===== config.mk =====
export PLATFORM = sky130hd
export DESIGN_NAME = codec_frame_serializer
export DESIGN_NICKNAME = d
export VERILOG_FILES = /design/src/rtl/codec_frame_serializer.sv
export SDC_FILE = /design/constraint.sdc
export NUM_CORES = 1
export LEC_CHECK = 0
export ABC_AREA = 0
export CORE_AREA = 10 10 66 68
export DETAILED_ROUTE_END_ITERATION = 8
export DIE_AREA = 0 0 76 78
export PLACE_DENSITY = 0.76
export SLEW_MARGIN = 20
export SYNTH_ARGS = -nofsm -noshare
export SYNTH_HDL_FRONTEND = slang
export SYNTH_SLANG_ARGS = --single-unit

===== constraint.sdc =====
create_clock -name clk -period 2.4 [get_ports clk]
set_clock_uncertainty 0.1 [all_clocks]
set_input_delay 0.48 -clock clk [delete_from_list [all_inputs] [get_ports clk]]
set_output_delay 0.48 -clock clk [all_outputs]
set_load 0.02 [all_outputs]

===== src/rtl/codec_frame_serializer.sv =====
// codec_frame_serializer
//   Generates the audio frame timing (one-clk new_frame strobe every
//   128*BCLK_HALF clk). It latches one sample per frame and shifts it out
//   MSB-first in I2S format. The same sample goes in both the left and the
//   right slot.
//
// Ports
//   clk        system clock (the only clock)
//   reset      asynchronous active-low reset
//   sample_in  sample to transmit, captured only at frame start
//   mute       transmit zeros, captured only at frame start
//   new_frame  one-clk pulse at each frame start
//   bclk       serial bit clock, clk / (2*BCLK_HALF), 50% duty
//   lrclk      word select: 0 = left slot, 1 = right slot
//   sdata      serial data, updates only on bclk falling edges
module codec_frame_serializer #(
    parameter int BCLK_HALF    = 16,
    parameter int SAMPLE_WIDTH = 16
) (
    input  logic                    clk,
    input  logic                    reset,
    input  logic [SAMPLE_WIDTH-1:0] sample_in,
    input  logic                    mute,
    output logic                    new_frame,
    output logic                    bclk,
    output logic                    lrclk,
    output logic                    sdata
);

    localparam int DW = $clog2(BCLK_HALF);
    localparam int IW = (SAMPLE_WIDTH > 1) ? $clog2(SAMPLE_WIDTH) : 1;

    logic [DW-1:0]           div_q, div_d;
    logic                    bclk_q, bclk_d;
    logic [5:0]              pos_q, pos_d;
    logic [SAMPLE_WIDTH-1:0] shreg_q, shreg_d;
    logic                    lrclk_q, lrclk_d;
    logic                    sdata_q, sdata_d;
    logic                    nf_q, nf_d;

    logic                    tick;
    logic                    tick_fall;
    logic [4:0]              slot_s;
    logic [IW-1:0]           bit_idx;

    assign tick      = (div_q == DW'(BCLK_HALF - 1));
    assign tick_fall = tick & bclk_q;

    always_comb begin
        div_d   = div_q;
        bclk_d  = bclk_q;
        pos_d   = pos_q;
        shreg_d = shreg_q;
        lrclk_d = lrclk_q;
        sdata_d = sdata_q;
        nf_d    = 1'b0;
        slot_s  = '0;
        bit_idx = '0;

        if (tick) begin
            div_d  = '0;
            bclk_d = ~bclk_q;
        end else begin
            div_d = div_q + 1'b1;
        end

        if (tick_fall) begin
            pos_d = pos_q + 6'd1;
            // pos wraps 63->0 at frame start. This is the only point where the
            // inputs are sampled. Both slots reuse the same shreg contents.
            if (pos_d == 6'd0) begin
                shreg_d = mute ? '0 : sample_in;
                nf_d    = 1'b1;
            end
            lrclk_d = pos_d[5];
            slot_s  = pos_d[4:0];
            // Slot bit 0 is the I2S one-bit delay. Bits past the LSB are
            // zero padding. Slot bit 0 never reads shreg, so the reload
            // above does not have to be forwarded.
            sdata_d = 1'b0;
            if (slot_s != 5'd0 && {1'b0, slot_s} <= 6'(SAMPLE_WIDTH)) begin
                bit_idx = IW'(SAMPLE_WIDTH - int'(slot_s));
                sdata_d = shreg_q[bit_idx];
            end
        end
    end

    always_ff @(posedge clk or negedge reset) begin
        if (!reset) begin
            div_q   <= '0;
            bclk_q  <= 1'b0;
            pos_q   <= 6'd63;
            shreg_q <= '0;
            lrclk_q <= 1'b0;
            sdata_q <= 1'b0;
            nf_q    <= 1'b0;
        end else begin
            div_q   <= div_d;
            bclk_q  <= bclk_d;
            pos_q   <= pos_d;
            shreg_q <= shreg_d;
            lrclk_q <= lrclk_d;
            sdata_q <= sdata_d;
            nf_q    <= nf_d;
        end
    end

    assign new_frame = nf_q;
    assign bclk      = bclk_q;
    assign lrclk     = lrclk_q;
    assign sdata     = sdata_q;

endmodule

# After elaboration in Yosys (flattened, before gate mapping)
# Cells that the tools add are included.
dict set report classes {
  addsub 3
  n_bitwise 2
  eq_ne 1
  n_mux 7
  n_lt_le_gt_ge 2
  n_reduce_logical 4
}
# operator count
set ops {}
lappend ops {{2-to-1 mux 16 bit} 1}
lappend ops {{adder 6 x 1 -> 6 bit (second input constant)} 1}
lappend ops {{zero test 6 bit} 1}
lappend ops {{<= comparator 5 bit (second input constant)} 1}
lappend ops {{< comparator 4 x 5 -> 1 bit (second input constant)} 1}
lappend ops {{nonzero test 5 bit} 1}
lappend ops {{adder 4 x 1 -> 4 bit (second input constant)} 1}
lappend ops {{binary-select mux 1 bit (select 4 bit)} 1}
lappend ops {{equality test 4 bit (second input constant)} 1}
lappend ops {{2-to-1 mux 1 bit} 4}
lappend ops {{2-to-1 mux 4 bit} 1}
lappend ops {{subtractor 1 x 4 -> 4 bit (first input constant)} 1}
lappend ops {{AND reduction 2 bit} 1}
lappend ops {{AND 1 bit} 1}
lappend ops {{logical AND 1 bit} 1}
lappend ops {{NOT 1 bit} 1}
dict set report word_totals {
  in_bits 19
  output_inout_bits 4
  elab_cells 26
  ff_bits 30
}

# Logic depth before layout (Yosys ltp)
dict set report depth {
  ltp_word 5
  depth_mapped 8
  mapped_depth_nobuf 7
}

# Worst setup path before layout
# No wires, ideal clock.
dict set report synth_timing {
  path_kind {reg-to-reg}
  from {reg pos_q[1]}
  to {reg sdata_q (netlist: sdata)}
  n_path_buf 1
  setup_time_ns 0.125
  path_stages_with_launch 9
  required_ns 2.175
  period_less_slack_ns 2.025
  arrival_ns 1.800
  slack_ns 0.375
  cell_sequence {dfstp_2 -> ha_1 -> buf_2 -> nor2_1 -> a31oi_1 -> o221ai_1 -> nor4b_1 -> o31ai_1 -> o21ai_1}
}
dict set report synth_via {
  elab_chain_len 5
  elab_cells_between_ends 8
  classes_between {2 x add/sub; 1 x order compare; 3 x mux; 2 x reduce/logical}
}
# item line
set synth_lines {}
lappend synth_lines {{from (decl)} 35} ;# logic [5:0] pos_q, pos_d;
lappend synth_lines {{from (signal assigned)} 100} ;# pos_q <= pos_d;
lappend synth_lines {{adder 6 x 1 -> 6 bit *} 68} ;# pos_d = pos_q + 6'd1;
lappend synth_lines {{subtractor 1 x 4 -> 4 bit} 82} ;# bit_idx = IW'(SAMPLE_WIDTH - int'(slot_s));
lappend synth_lines {{binary-select mux 1 bit (select 4 bit)} 83} ;# sdata_d = shreg_q[bit_idx];
lappend synth_lines {{2-to-1 mux 1 bit (implied by the code)} 83}
lappend synth_lines {{2-to-1 mux 1 bit *} 81} ;# if (slot_s != 5'd0 && {1'b0, slot_s} <= 6'(SAMPLE_WIDTH)) begin
lappend synth_lines {{to (signal assigned)} 103} ;# sdata_q <= sdata_d;
lappend synth_lines {{to (decl)} 38} ;# logic sdata_q, sdata_d;
# Mark *: on every way between the ends. The rest lies on a longest branch, timed or not. The select of a mux whose other input is x is not followed.
# A chain may end at the register's enable or synchronous reset.

# Worst setup path in the final report
dict set report layout_timing {
  from {reg pos_q[0]}
  to {reg sdata_q (netlist: sdata)}
}
# The elaborated chain is that of the path after synthesis.

==> run metrics <==
share of cells above drive strength 1 between 20% and 30%; cells on worst reg2reg path 7; Post-CTS Setup Bufs 0; syn_nets 167; relative slew slack between 70% and 80%; min Tclk post-route between 2 and 2.5 ns; crit path launch type register; Root Driver clkbuf_4; fin area about 1900 sq um; distinct cell type count after synthesis 36; Routed Antenna Nets 0; post-CTS sizing 0; die width between 70 and 80 microns; Post-CTS Hold Fix Bufs 0; DR vias/cell 5.19; Ys Warns 0; Worst Hold Depth 2; HP Class register to register; sequential area share after synthesis 48.3%; critical path class register to register; most frequent cells in the layout nand2_1, dfrtp_1, clkdlybuf4s50_1, nand2b_1, o21ai_2; area share of the largest cell type after synthesis a little under two fifths; Starting Density roughly half; Post-Synth Simple-Gate Area between 10% and 20%; die area roughly 6000 sq um; initial antenna violation count 0; io pins 23; Die H 78 microns; largest family of logic cells by synthesized area simple AND/OR/NAND/NOR gates; gr usage total 10.6%; RSZ-0062 raised after global routing false; post-synthesis adder-cell area fraction under 10%; core area 3180 sq um; DRC Markers 0; n_diodes 0; Pwr Density between 400 and 500 nW/um^2; Static Leakage roughly 0.78 nW; area delta synth->final 19.3%; FF+latch count, synth 30; number of synthesized flops with an enable pin 0; first-pass iteration count of the detailed router 4; Syn Area/Cell roughly 11 sq um; max-cap violations 0; drt wl/cell approximately 14 microns; first-pass GRT wire length roughly 5300 microns; routed via count ~1.1k; WL final between 3000 and 4000 microns; multiplexer share of the synthesized area under 10%; routability congestion estimate ~0.74; CP Max Fanout 8; Slowest-stage cell, CP dfstp_2; clock buffer depth 2; final core utilization between 50% and 60%; Mapped Cells approximately 150; H-Tree Depth 2; outcome finished clean; largest net degree at the start of global routing 34; max-slew violations 0; final count of hold timing violations 0; grt ovf 0; synthesized area approximately 1600 sq um; CP max stage delay ~0.63 ns; f_max around 0.45 GHz; Tcrit/Tclk final approximately 93%; compound-cell area share of the yosys netlist 14.3%; Synth Flop Type dfrtp_1; CP cell instances ha_2 -> nor2_1 -> a31oi_1 -> o221ai_2 -> nor4b_2 -> o31ai_1 -> o21ai_1; Iter 0 DRT Violations 58; IO Port Bufs 22; commonest non-fill, non-tap cell in the layout nand2_1; element type at the critical path end register; final net count between 150 and 200; FFs w/ async S/R, synth 100%; CTS tree built; Final HPWL DP 2340 microns; vias in the first global route between 1k and 1.5k; biggest area consumer among synthesized cells dfrtp_1; CTS sink cnt 30; Clock transition at path regs ~0.10 ns; total CTS buffers 5; dpl cell area roughly 1800 sq um; number of fillers in the final layout 280; Setup TNS 0 ns; Worst-Margin Slew roughly 0.39 ns; clk_lat worst skew between 0.3 and 0.4 ns; Critical Path AT roughly 2.3 ns; Synth Area in XOR/XNOR about 5%; Hold Slack around 0.4 ns; data required time of the critical path 2.51 ns; row count 21; Final Setup Violations 0; Synth area leaders dfrtp_1, dfstp_2, nand2b_1; Max IR drop VDD between 0.2 and 0.3 mV
==> metrics by stage <==
stage,cells,power [mW],setup WS (ns)
final,217,0.865,0.170
after floorplan,146,0.528,0.375
after CTS,217,0.878,0.0916
after global routing,217,0.911,0.0377
after detailed placement,209,0.570,0.112
after global placement,209,0.569,0.199
==> layout make-up <==
type	count	area [sq um]	share of cell area, %
tap	46	57.6	3.07
clock inverter	1	5.00	0.267
multi-input combinational	104	739	39.5
inverter	4	15.0	0.802
clock buffer	7	55.1	2.94
timing repair buffer	25	243	13.0
sequential	30	758	40.5
==> cell families (layout without fill, tap and decap cells) <==
family,count (synthesis),count (layout)
adders and majority gates,2,2
DFF,30,30
and+or+nand+nor,58,58
AOI/OAI and AO/OA,30,30
buffers and inverters,12,37
muxes,5,5
xor gates and xnor gates,9,9
==> state kept, by name, indices dropped and copies added (netlist names) <==
| register | flops |
|---|---|
| bclk | 1 |
| div_q | 4 |
| shreg_q | 16 |
| new_frame | 1 |
| sdata | 1 |
| lrclk | 1 |
| pos_q | 6 |
==> report_power, final <==
part	internal, mW	switching [mW]	total, mW	leakage [nW]
logic	0.0330	0.0209	0.0540	0.449
clock network	0.142	0.164	0.306	0.0353
registers	0.506	0	0.506	0.299
total	0.681	0.185	0.865	0.783
==> metal layers <==
metal / up-vias / global-route usage [%] / wire length, microns
li1: 550 / - / -
met1: 539 / 11.0 / 1240
met2: 31 / 18.3 / 1610
met3: 6 / 4.26 / 158
met4: 0 / 4.92 / 71
met5: - / 0 / 0
==> synthesized netlist by cell type (2+ instances only) <==
cell type  number
nand2_1        25
dfrtp_1        24
nand2b_1       19
o21ai_2        13
dfstp_2         6
xnor2_1         6
buf_6           4
mux4_2          4
o21ai_0         4
o21ai_1         4
a21oi_1         3
inv_1           3
xor2_1          3
ha_1            2
nand3_1         2
nand4_1         2
nor2_1          2
nor3_1          2
==> critical path, delay by kind of cell (launching register included) <==
kind	cells	cell delay (ns)
fa+ha+maj	1	0.36
compound gates	4	0.79
flops	1	0.63
simple gates	2	0.22
==> final timing paths <==
| path | end | start | slack, ns |
|---|---|---|---|
| max | sdata | pos_q[0] | 0.17 |
| min | shreg_q[8] | shreg_q[8] | 0.39 |
| max reg2reg | sdata | pos_q[0] | 0.17 |
| min reg2reg | shreg_q[8] | shreg_q[8] | 0.39 |
| max in group asynchronous | pos_q[2] | reset | 1.44 |
| min in group asynchronous | sdata | reset | 0.44 |
(Power assumes the default switching activity.)
